File: src/rtl/lstm_seq_ctrl.sv
// lstm_seq_ctrl: steps a combinational LSTM cell over a sequence of X samples.
// Each step takes one X sample, holds the cell inputs for SETTLE_CYCLES cycles,
// captures c/h as the recurrent state and emits h on a valid/ready stream.
// Optional build macro: LSTM_SEQ_FINAL_ONLY_EN -- only the final step's h is
// emitted. Intermediate steps still update h_data and the recurrent state.
module lstm_seq_ctrl #(
  parameter int DATA_WIDTH    = 16,
  parameter int FRACT_WIDTH   = 8,
  parameter int SEQ_LEN_WIDTH = 8,
  parameter int SETTLE_CYCLES = 2
) (
  input  logic                     clk,
  input  logic                     rst,
  input  logic                     start,
  input  logic [SEQ_LEN_WIDTH-1:0] seq_len,
  input  logic                     x_valid,
  output logic                     x_ready,
  input  logic [DATA_WIDTH-1:0]    x_data,
  output logic [DATA_WIDTH-1:0]    cell_x,
  output logic [DATA_WIDTH-1:0]    cell_c_in,
  output logic [DATA_WIDTH-1:0]    cell_h_in,
  input  logic [DATA_WIDTH-1:0]    cell_c_out,
  input  logic [DATA_WIDTH-1:0]    cell_h_out,
  output logic                     h_valid,
  input  logic                     h_ready,
  output logic [DATA_WIDTH-1:0]    h_data,
  output logic                     h_last,
  output logic [SEQ_LEN_WIDTH-1:0] step_idx,
  output logic                     busy,
  output logic                     done
);

  localparam int CNT_W = (SETTLE_CYCLES > 1) ? $clog2(SETTLE_CYCLES) : 1;

  // Values are Q(DATA_WIDTH-FRACT_WIDTH).FRACT_WIDTH but only moved, never computed on.
  generate
    if (SETTLE_CYCLES < 1) begin : g_bad_settle
      $error("lstm_seq_ctrl: SETTLE_CYCLES must be at least 1");
    end
    if (FRACT_WIDTH >= DATA_WIDTH) begin : g_bad_fract
      $error("lstm_seq_ctrl: FRACT_WIDTH must be smaller than DATA_WIDTH");
    end
  endgenerate

  typedef enum logic [1:0] {
    S_IDLE   = 2'd0,
    S_WAIT_X = 2'd1,
    S_SETTLE = 2'd2,
    S_OUT    = 2'd3
  } state_t;

  state_t                   r_state;
  state_t                   w_next;
  logic [SEQ_LEN_WIDTH-1:0] r_seq_len;
  logic [SEQ_LEN_WIDTH-1:0] r_step_idx;
  logic [CNT_W-1:0]         r_cnt;
  logic [DATA_WIDTH-1:0]    r_cell_x;
  logic [DATA_WIDTH-1:0]    r_c_state;
  logic [DATA_WIDTH-1:0]    r_h_state;
  logic [DATA_WIDTH-1:0]    r_h_data;
  logic                     r_h_last;
  logic                     r_done;

  logic w_start_ok;
  logic w_start_zero;
  logic w_x_hs;
  logic w_capture;
  logic w_h_hs;
  logic w_last_step;

  // The step being settled is the final one when its index reaches seq_len-1.
  assign w_last_step = (r_step_idx == SEQ_LEN_WIDTH'(r_seq_len - 1'b1));

  assign x_ready   = (r_state == S_WAIT_X);
  assign h_valid   = (r_state == S_OUT);
  assign busy      = (r_state != S_IDLE);
  assign cell_x    = r_cell_x;
  assign cell_c_in = r_c_state;
  assign cell_h_in = r_h_state;
  assign h_data    = r_h_data;
  assign h_last    = r_h_last;
  assign step_idx  = r_step_idx;
  assign done      = r_done;

  // State register.
  always_ff @(posedge clk or negedge rst) begin
    if (!rst) begin
      r_state <= S_IDLE;
    end else begin
      r_state <= w_next;
    end
  end

  // Next-state decode and the handshake/capture strobes that steer the datapath.
  always_comb begin
    w_next       = r_state;
    w_start_ok   = 1'b0;
    w_start_zero = 1'b0;
    w_x_hs       = 1'b0;
    w_capture    = 1'b0;
    w_h_hs       = 1'b0;
    case (r_state)
      S_IDLE: begin
        if (start) begin
          if (seq_len != '0) begin
            w_start_ok = 1'b1;
            w_next     = S_WAIT_X;
          end else begin
            w_start_zero = 1'b1;
          end
        end
      end
      S_WAIT_X: begin
        if (x_valid) begin
          w_x_hs = 1'b1;
          w_next = S_SETTLE;
        end
      end
      S_SETTLE: begin
        if (r_cnt == '0) begin
          w_capture = 1'b1;
`ifdef LSTM_SEQ_FINAL_ONLY_EN
          w_next    = w_last_step ? S_OUT : S_WAIT_X;
`else
          w_next    = S_OUT;
`endif
        end
      end
      S_OUT: begin
        if (h_ready) begin
          w_h_hs = 1'b1;
          w_next = r_h_last ? S_IDLE : S_WAIT_X;
        end
      end
      default: w_next = S_IDLE;
    endcase
  end

  // Sequence bookkeeping, cell input registers, recurrent state and h output.
  always_ff @(posedge clk or negedge rst) begin
    if (!rst) begin
      r_seq_len  <= '0;
      r_step_idx <= '0;
      r_cnt      <= '0;
      r_cell_x   <= '0;
      r_c_state  <= '0;
      r_h_state  <= '0;
      r_h_data   <= '0;
      r_h_last   <= 1'b0;
      r_done     <= 1'b0;
    end else begin
      r_done <= (w_h_hs && r_h_last) || w_start_zero;

      if (w_start_ok) begin
        r_seq_len  <= seq_len;
        r_step_idx <= '0;
        r_cell_x   <= '0;
        r_c_state  <= '0;
        r_h_state  <= '0;
      end

      if (w_x_hs) begin
        r_cell_x <= x_data;
        r_cnt    <= CNT_W'(SETTLE_CYCLES - 1);
      end

      if ((r_state == S_SETTLE) && !w_capture) begin
        r_cnt <= r_cnt - 1'b1;
      end

      if (w_capture) begin
        r_c_state <= cell_c_out;
        r_h_state <= cell_h_out;
        r_h_data  <= cell_h_out;
        r_h_last  <= w_last_step;
`ifdef LSTM_SEQ_FINAL_ONLY_EN
        if (!w_last_step) begin
          r_step_idx <= r_step_idx + 1'b1;
        end
`endif
      end

      if (w_h_hs && !r_h_last) begin
        r_step_idx <= r_step_idx + 1'b1;
      end
    end
  end

endmodule

File: config.mk
export PLATFORM = sky130hd
export DESIGN_NAME = lstm_seq_ctrl
export DESIGN_NICKNAME = d
export VERILOG_FILES = /design/src/rtl/lstm_seq_ctrl.sv
export SDC_FILE = /design/constraint.sdc
export NUM_CORES = 1
export LEC_CHECK = 0
export ABC_CLOCK_PERIOD_IN_PS = 2300
export CORE_MARGIN = 3
export CORE_UTILIZATION = 44
export DETAILED_ROUTE_END_ITERATION = 10
export PLACE_DENSITY = 0.84
export SLEW_MARGIN = 40
export SYNTH_ARGS = -nofsm -noshare
export SYNTH_HDL_FRONTEND = slang
export SYNTH_SLANG_ARGS = --single-unit
File: constraint.sdc
create_clock -name clk -period 2.3 [get_ports clk]
set_input_delay 0.345 -clock clk [delete_from_list [all_inputs] [get_ports clk]]
set_output_delay 0.345 -clock clk [all_outputs]
set_load 0.03 [all_outputs]
Word-level counts from Yosys, hierarchy flattened
Index checks and enable logic that the tools add are counted.
{ "totals": {"out_inout_bits": 77, "word_cells": 63, "in_bits": 61, "regBits": 85} }
{ "op_classes": {"n_eq_ne": 9, "n_mux": 27, "reduce_logical": 14, "add_sub_neg": 3} }
{ "op_table": {"columns": ["op", "n"], "rows": [
  ["16-bit two-way mux", 4],
  ["8-bit two-way mux", 2],
  ["1-bit two-way mux", 15],
  ["2-bit two-way mux", 5],
  ["2-bit nonzero test", 5],
  ["8-bit by 1-bit adder with 8-bit output, second input constant", 1],
  ["8-bit == test", 1],
  ["2-bit inequality test, second input constant", 4],
  ["2-bit case mux with 4 select lines", 1],
  ["8-bit nonzero test", 1],
  ["8-bit by 1-bit subtractor with 8-bit output, second input constant", 1],
  ["5-bit AND reduction", 1],
  ["2-bit == test, second input constant", 2],
  ["1-bit logical AND", 3],
  ["2-bit by 1-bit == test with 1-bit output, second input constant", 1],
  ["1-bit zero test", 2],
  ["2-bit zero test", 1],
  ["2-bit by 1-bit inequality test with 1-bit output, second input constant", 1],
  ["1-bit logical OR", 1],
  ["1-bit subtractor, second input constant", 1]
]} }

Depth between registers and ports, before layout
Gate-level depths: netlist of the first run.
{ "logic_depth": {"ltp_word": 6, "ltp_mapped": 8, "depth_no_buf": 7} }

Worst setup path before layout of the first run
OpenSTA, ideal clock, no wires.
{ "synth_path": {"path_type": "register to register", "start": "reg r_state[0]", "end": "reg r_h_data[14], in the netlist h_data[14]", "required_time_ps": 2175, "path_stages_with_launch": 7, "n_path_buf": 2, "synth_period_minus_slack_ps": 1999, "setup_slack_ps": 301, "setup_time_ps": 125, "t_arrival_ps": 1874, "path_cell_list": "dfrtp_1 > inv_1 > ha_1 > nor2b_1 > clkbuf_1 > clkbuf_1 > mux2_2"} }
{ "synth_between": {"elab_chain_len": 2} }
{ "synth_rtl": {"columns": ["item", "line_no", "text"], "rows": [
  ["from (decl)", "52", "state_t r_state;"],
  ["from (signal assigned)", "90", "r_state <= w_next;"],
  ["2-bit == test", "102", "case (r_state)"],
  ["1-bit two-way mux", "102", null],
  ["to (signal assigned)", "174", "r_h_data <= cell_h_out;"],
  ["to (decl)", "60", "logic [DATA_WIDTH-1:0] r_h_data;"]
]} }
No other way between the ends.
A chain may end at the register's enable or synchronous reset.

Final worst setup path of the first run
{ "layout_path": {"start": "reg r_state[0]", "end": "out busy"} }
{ "layout_between": {"elab_chain_len": 1} }
{ "layout_rtl": {"columns": ["item", "line_no", "text"], "rows": [
  ["2-bit nonzero test", "76", "assign busy = (r_state != S_IDLE);"],
  ["to (decl)", "29", "output logic busy,"]
]} }
No other way between the ends.

==> impl_metrics.ini, run 1 <==
[run_status]
status = finished, final reports clean

[cells_and_area]
finish.net_count = 556
layout.cells.most_common_list = sky130_fd_sc_hd__clkdlybuf4s50_1 (136), sky130_fd_sc_hd__dfrtp_1 (85), sky130_fd_sc_hd__nand2_1 (74)
final-instance-count-excl-fill = 595
post_route_cells_drive_above_1_share = 0.118
antenna-diode-count = 0
area_growth_pct = 47.0
final_common_cell = sky130_fd_sc_hd__clkdlybuf4s50_1

[clock_network]
cts-root-to-sink-buffers = 2
cts_buffers = 9
clkLatencyLatePin_ps = 350
cts_hold_buffers = 1
clock_tree.htree_level_count = 3
cts_post_setup_buffers_inserted = 0
cts_sinks = 85
number_of_gates_resized_after_cts = 0
root_buffer = sky130_fd_sc_hd__clkbuf_8
tritoncts = done
clk_pin_slew_worst_paths_ps = 90

[drt]
avgViaCountPerCell = 5.22
detailroute.via_count = 3103
post-route-drc-count = 0
wire_per_inst_um = 16.0
drtIter0Drc = 49
number_of_iterations_in_the_first_detailed_routing_pass = 4
routed_wirelength_um = 9510
antenna_left = 0

[setup_path]
worstReg2RegEnd = h_last
required_arrival_time_at_the_worst_endpoint_ps = 1960
worstPathMaxFanout = 5
reg2reg_from = r_seq_len[2]
worst_reg2reg_path_length_in_cells = 5
critPathKind = reg2out
endpoint_kind = primary output
reg2reg_slack_ps = 330
timing.critical_path.arrival_ps = 1850
critical_path.startpoint_type = register

[grt]
global_route.usage.total = 0.198
grt_pass1_vias = 3172
antenna_violations_before_repair = 0
grt_max_degree = 48
grt_first_pass_wirelength_um = 15500
global_route.overflow_total = 0

[yosys]
synth.lib_cells_used.distinct = 40
syn_area_sq_mm = 0.00372
postSynthNetCount = 416
syn_area_per_cell_sq_um = 10.7
yosys_warnings = 0
synth.ff_latch_count = 85
syn-instance-count = 348
synth-seq-area-share = 0.571

[floorplanning]
ioPinCount = 138
starting_utilization_of_the_core_area = 0.467
die_y_um = 98.0
design.die.area_sq_mm = 0.00960
rows = 32
fp.dieW_um = 98.0
floorplan.core_area_sq_mm = 0.00797

[sta]
totalNegativeSetupSlack_ps = 0
setup_viol = 0
timing.final.ws_setup_ps = 104
report.final.slew_viol_count = 0
timing.fmax_ghz = 0.455
worst_pin_slew_ps = 634
timing.final.hold_violations = 0
finalCritPeriodShare = 0.955
period_minus_slack_ps = 2200
final.hold.worst_slack_ps = 494
fin_skew_ps = 9.35
rsz0062_at_grt = false
max-slew-margin-rel = 0.574

[pwr]
vdd.ir_drop.worst_mv = 0.854
pwr_cell_area_mw_per_mm2 = 1380
power_leakage_nw = 2.34

[placement]
port_buffers = 137
routabilityCongestion = 0.834
placement.setup.worst_slack_ps = -11.4
dp.cells = 578
dpl.hpwl_um = 6960

[worst_hold_path]
hold_path_class = in2async

[run]
cap_violations = 0
## worst max-delay path by stage
stage          slack (ps)           to        from  cells after the start
2_1_floorplan         300   h_data[14]  r_state[0]                      6
3_3_place_gp           80  step_idx[4]  seq_len[5]                      7
3_5_place_dp          -10  step_idx[4]  seq_len[1]                      7
4_1_cts                90         busy  r_state[0]                      4
5_1_grt                10         busy  r_state[0]                      4
6_report              100         busy  r_state[0]                      4
## final cells by class
class | instances | area, sq um
Clock buffer | 10 | 138
Clock inverter | 6 | 70.1
Tap cell | 102 | 128
Fill cell | 620 | 2500
Timing Repair Buffer | 149 | 1500
Sequential cell | 85 | 2130
Inverter | 9 | 33.8
Multi-Input combinational cell | 234 | 1480
## worst max-delay path: stages, from the launching register on
cell and delay, ps:
sky130_fd_sc_hd__dfrtp_1 400, sky130_fd_sc_hd__inv_1 110, sky130_fd_sc_hd__ha_1 260, sky130_fd_sc_hd__inv_1 70
sky130_fd_sc_hd__clkdlybuf4s50_1 670
## flip-flops by register name (all words and copies together) (netlist names)
signal	count
h_last	1
h_data	16
step_idx	8
r_cnt	1
r_seq_len	8
r_state	2
cell_c_in	16
cell_x	16
cell_h_in	16
done	1
## cell families after synthesis
| family | share of synthesized area |
|---|---|
| AND/OR/NAND/NOR | 0.136 |
| multiplexers | 0.0753 |
| adder cells (fa/ha/maj) | 0.0235 |
| buffers and inverters | 0.0339 |
| AO/OA/AOI/OAI | 0.136 |
| XOR/XNOR | 0.0235 |
| flip-flops | 0.571 |
## layer usage
layer	vias up	global-route usage	share of wire
met5	-	0	0
met3	11	0.0521	0.064
li1	1474	-	-
met1	1525	0.238	0.40
met4	0	0.0564	0.011
met2	93	0.349	0.52
## power by group
group / internal (mW) / leakage [nW] / switching [mW]
sequential: 2.10 / 1.08 / 0.450
combinational: 1.74 / 1.15 / 2.18
clock: 0.541 / 0.101 / 0.558
## cells in the mapped netlist (all sizes together)
library cell  instances  share of area
o211ai                1         0.0020
nand2                74          0.075
mux2i                 1         0.0027
nor2                  8         0.0081
and2                  3         0.0050
a2111o                1         0.0030
o22ai                 1         0.0017
nor2b                 4         0.0067
nand3                 8          0.011
xnor2                 6          0.014
or4                   2         0.0060
clkbuf               13          0.013
a21oi                 4         0.0054
o32ai                 1         0.0024
nand3b                1         0.0020
a21o                  1         0.0020
nand2b                3         0.0050
xor2                  4         0.0094
nand4                 2         0.0034
nor3                  1         0.0013
inv                   9         0.0091
a31oi                 1         0.0017
o21ai                46          0.065
and3                  3         0.0050
a211o                 1         0.0024
a221oi                1         0.0024
a32oi                 1         0.0024
a22o                 16          0.038
o31ai                 3         0.0060
nor4                  3         0.0067
o21bai                1         0.0020
dfrtp                85           0.57
ha                    7          0.024
buf                   7          0.012
or2                   1         0.0017
mux2                 24          0.073
## per-stage QoR
step	power, mW	utilization	cell area [sq um]
2_1_floorplan	4.86	-	3720
3_3_place_gp	6.39	0.659	5250
3_5_place_dp	6.52	0.659	5250
4_1_cts	7.64	0.687	5470
5_1_grt	8.03	0.687	5470
6_report	7.57	0.687	5470
Note: power is estimated with default switching activity, not from simulation.
==> run 2: changes to the inputs <==
--- a/config.mk
+++ b/config.mk
@@ -10,6 +10,7 @@
 export CORE_UTILIZATION = 44
 export DETAILED_ROUTE_END_ITERATION = 10
 export PLACE_DENSITY = 0.84
+export REMOVE_ABC_BUFFERS = 1
 export SLEW_MARGIN = 40
 export SYNTH_ARGS = -nofsm -noshare
 export SYNTH_HDL_FRONTEND = slang
==> run 2 against run 1 <==
Against the previous run:
- design area fell by 0.48%
- clock power about the same
- maximum frequency up 0.39%
- worst setup slack gained 8.5 ps
- flip-flop and latch count did not move
==> impl_metrics.ini, run 2 (same netlist as run 1, synthesis figures left out) <==
[floorplanning]
design.die.area_sq_mm = 0.00960
floorplan.core_area_sq_mm = 0.00797
die_y_um = 98.0
ioPinCount = 138
fp.dieW_um = 98.0
rows = 32
starting_utilization_of_the_core_area = 0.467

[grt]
global_route.overflow_total = 0
grt_max_degree = 59
antenna_violations_before_repair = 0
grt_first_pass_wirelength_um = 15400
global_route.usage.total = 0.200
grt_pass1_vias = 3040

[sta]
finalCritPeriodShare = 0.951
report.final.slew_viol_count = 0
rsz0062_at_grt = false
timing.final.ws_setup_ps = 112
period_minus_slack_ps = 2190
fin_skew_ps = 10.3
timing.final.hold_violations = 0
totalNegativeSetupSlack_ps = 0
setup_viol = 0
worst_pin_slew_ps = 729
timing.fmax_ghz = 0.457
max-slew-margin-rel = 0.514

[clock_network]
clock_tree.htree_level_count = 3
tritoncts = done
root_buffer = sky130_fd_sc_hd__clkbuf_8
cts-root-to-sink-buffers = 2
clk_pin_slew_worst_paths_ps = 90
cts_buffers = 9
cts_sinks = 85
clkLatencyLatePin_ps = 350
cts_hold_buffers = 0

[cells_and_area]
post_route_cells_drive_above_1_share = 0.114
final-instance-count-excl-fill = 593
antenna-diode-count = 0
area_growth_pct = 46.3
count_of_filler_cells_inserted_in_the_layout = 618
final_core_util = 0.683
layout.cells.most_common_list = sky130_fd_sc_hd__clkdlybuf4s50_1 (135), sky130_fd_sc_hd__dfrtp_1 (85), sky130_fd_sc_hd__nand2_1 (74)
final_common_cell = sky130_fd_sc_hd__clkdlybuf4s50_1
finish.net_count = 554

[setup_path]
critical_path.cell_chain = inv_1 -> ha_1 -> inv_1 -> clkdlybuf4s50_1
slowest_delay_ps = 660
crit_top_cell = sky130_fd_sc_hd__inv_1
critPathKind = reg2out
reg2reg_from = r_seq_len[2]
reg2reg_slack_ps = 310
timing.critical_path.arrival_ps = 1840
worstPathMaxFanout = 5
critical-path-slowest-cell = sky130_fd_sc_hd__clkdlybuf4s50_1
worstReg2RegEnd = h_last
required_arrival_time_at_the_worst_endpoint_ps = 1960
critical_path.startpoint_type = register
worst_reg2reg_path_length_in_cells = 5
endpoint_kind = primary output

[drt]
antenna_left = 0
routed_wirelength_um = 9470
drtIter0Drc = 97
avgViaCountPerCell = 5.17
detailroute.via_count = 3065
wire_per_inst_um = 16.0
post-route-drc-count = 0
number_of_iterations_in_the_first_detailed_routing_pass = 4

[placement]
port_buffers = 137
dpl.hpwl_um = 6990
placement.setup.worst_slack_ps = 9.76
dp.cells = 577
routabilityCongestion = 0.811

[pwr]
power_leakage_nw = 2.34
totalPowerFinal_mw = 7.52
pwr_cell_area_mw_per_mm2 = 1380
vdd.ir_drop.worst_mv = 0.941

[run_status]
status = finished, final reports clean

[worst_hold_path]
hold_path_class = in2async

[run]
cap_violations = 0
## run 2: cell type report
type	instances	area, sq um	share of cell area
Tap cell	102	128	0.0234
Timing Repair Buffer	147	1480	0.273
Multi-Input combinational cell	234	1480	0.271
Inverter	9	33.8	0.00620
Clock inverter	6	68.8	0.0126
Clock buffer	10	128	0.0234
Sequential cell	85	2130	0.391
## run 2: power by group
group | switching [mW] | internal [mW] | total, mW
registers | 0.438 | 2.10 | 2.54
logic | 2.19 | 1.73 | 3.92
clock network | 0.554 | 0.512 | 1.07
total | 3.18 | 4.34 | 7.52
## run 2: worst max-delay path, delay by kind of cell, from the launching register on
family	cells	cell delay [ps]
buffers and inverters	3	840
flip-flops	1	390
adder cells (fa/ha/maj)	1	260
## run 2: stage by stage
stage | cell area [sq um] | hold slack [ps]
floorplan | 3630 | 49.4
global placement | 5250 | 447
detailed placement | 5250 | 455
CTS | 5440 | 55.0
global route | 5450 | 84.2
finish | 5450 | 36.6
## run 2: repair_timing
item,in CTS,in global routing
hold endpoints to repair,0,0
setup buffers,0,0
setup endpoints to repair,0,1
resized for setup,0,1
## run 2: metal layers
metal | GRT usage | wire length (um) | up-vias
met1 | 0.239 | 3950 | 1462
met5 | 0 | 0 | -
li1 | - | - | 1473
met4 | 0.0660 | 164 | 0
met3 | 0.0871 | 887 | 15
met2 | 0.325 | 4470 | 115
## run 2: worst max-delay path by stage
stage | from | end | slack [ps] | cells past startpoint
final | r_state[0] | busy | 110 | 4
after global routing | r_state[0] | busy | 20 | 4
after CTS | r_state[1] | x_ready | 60 | 3
after detailed placement | seq_len[1] | cell_c_in[1] | 10 | 7
after global placement | seq_len[5] | step_idx[3] | 90 | 7
after floorplan | r_state[0] | cell_h_in[0] | -1860 | 5
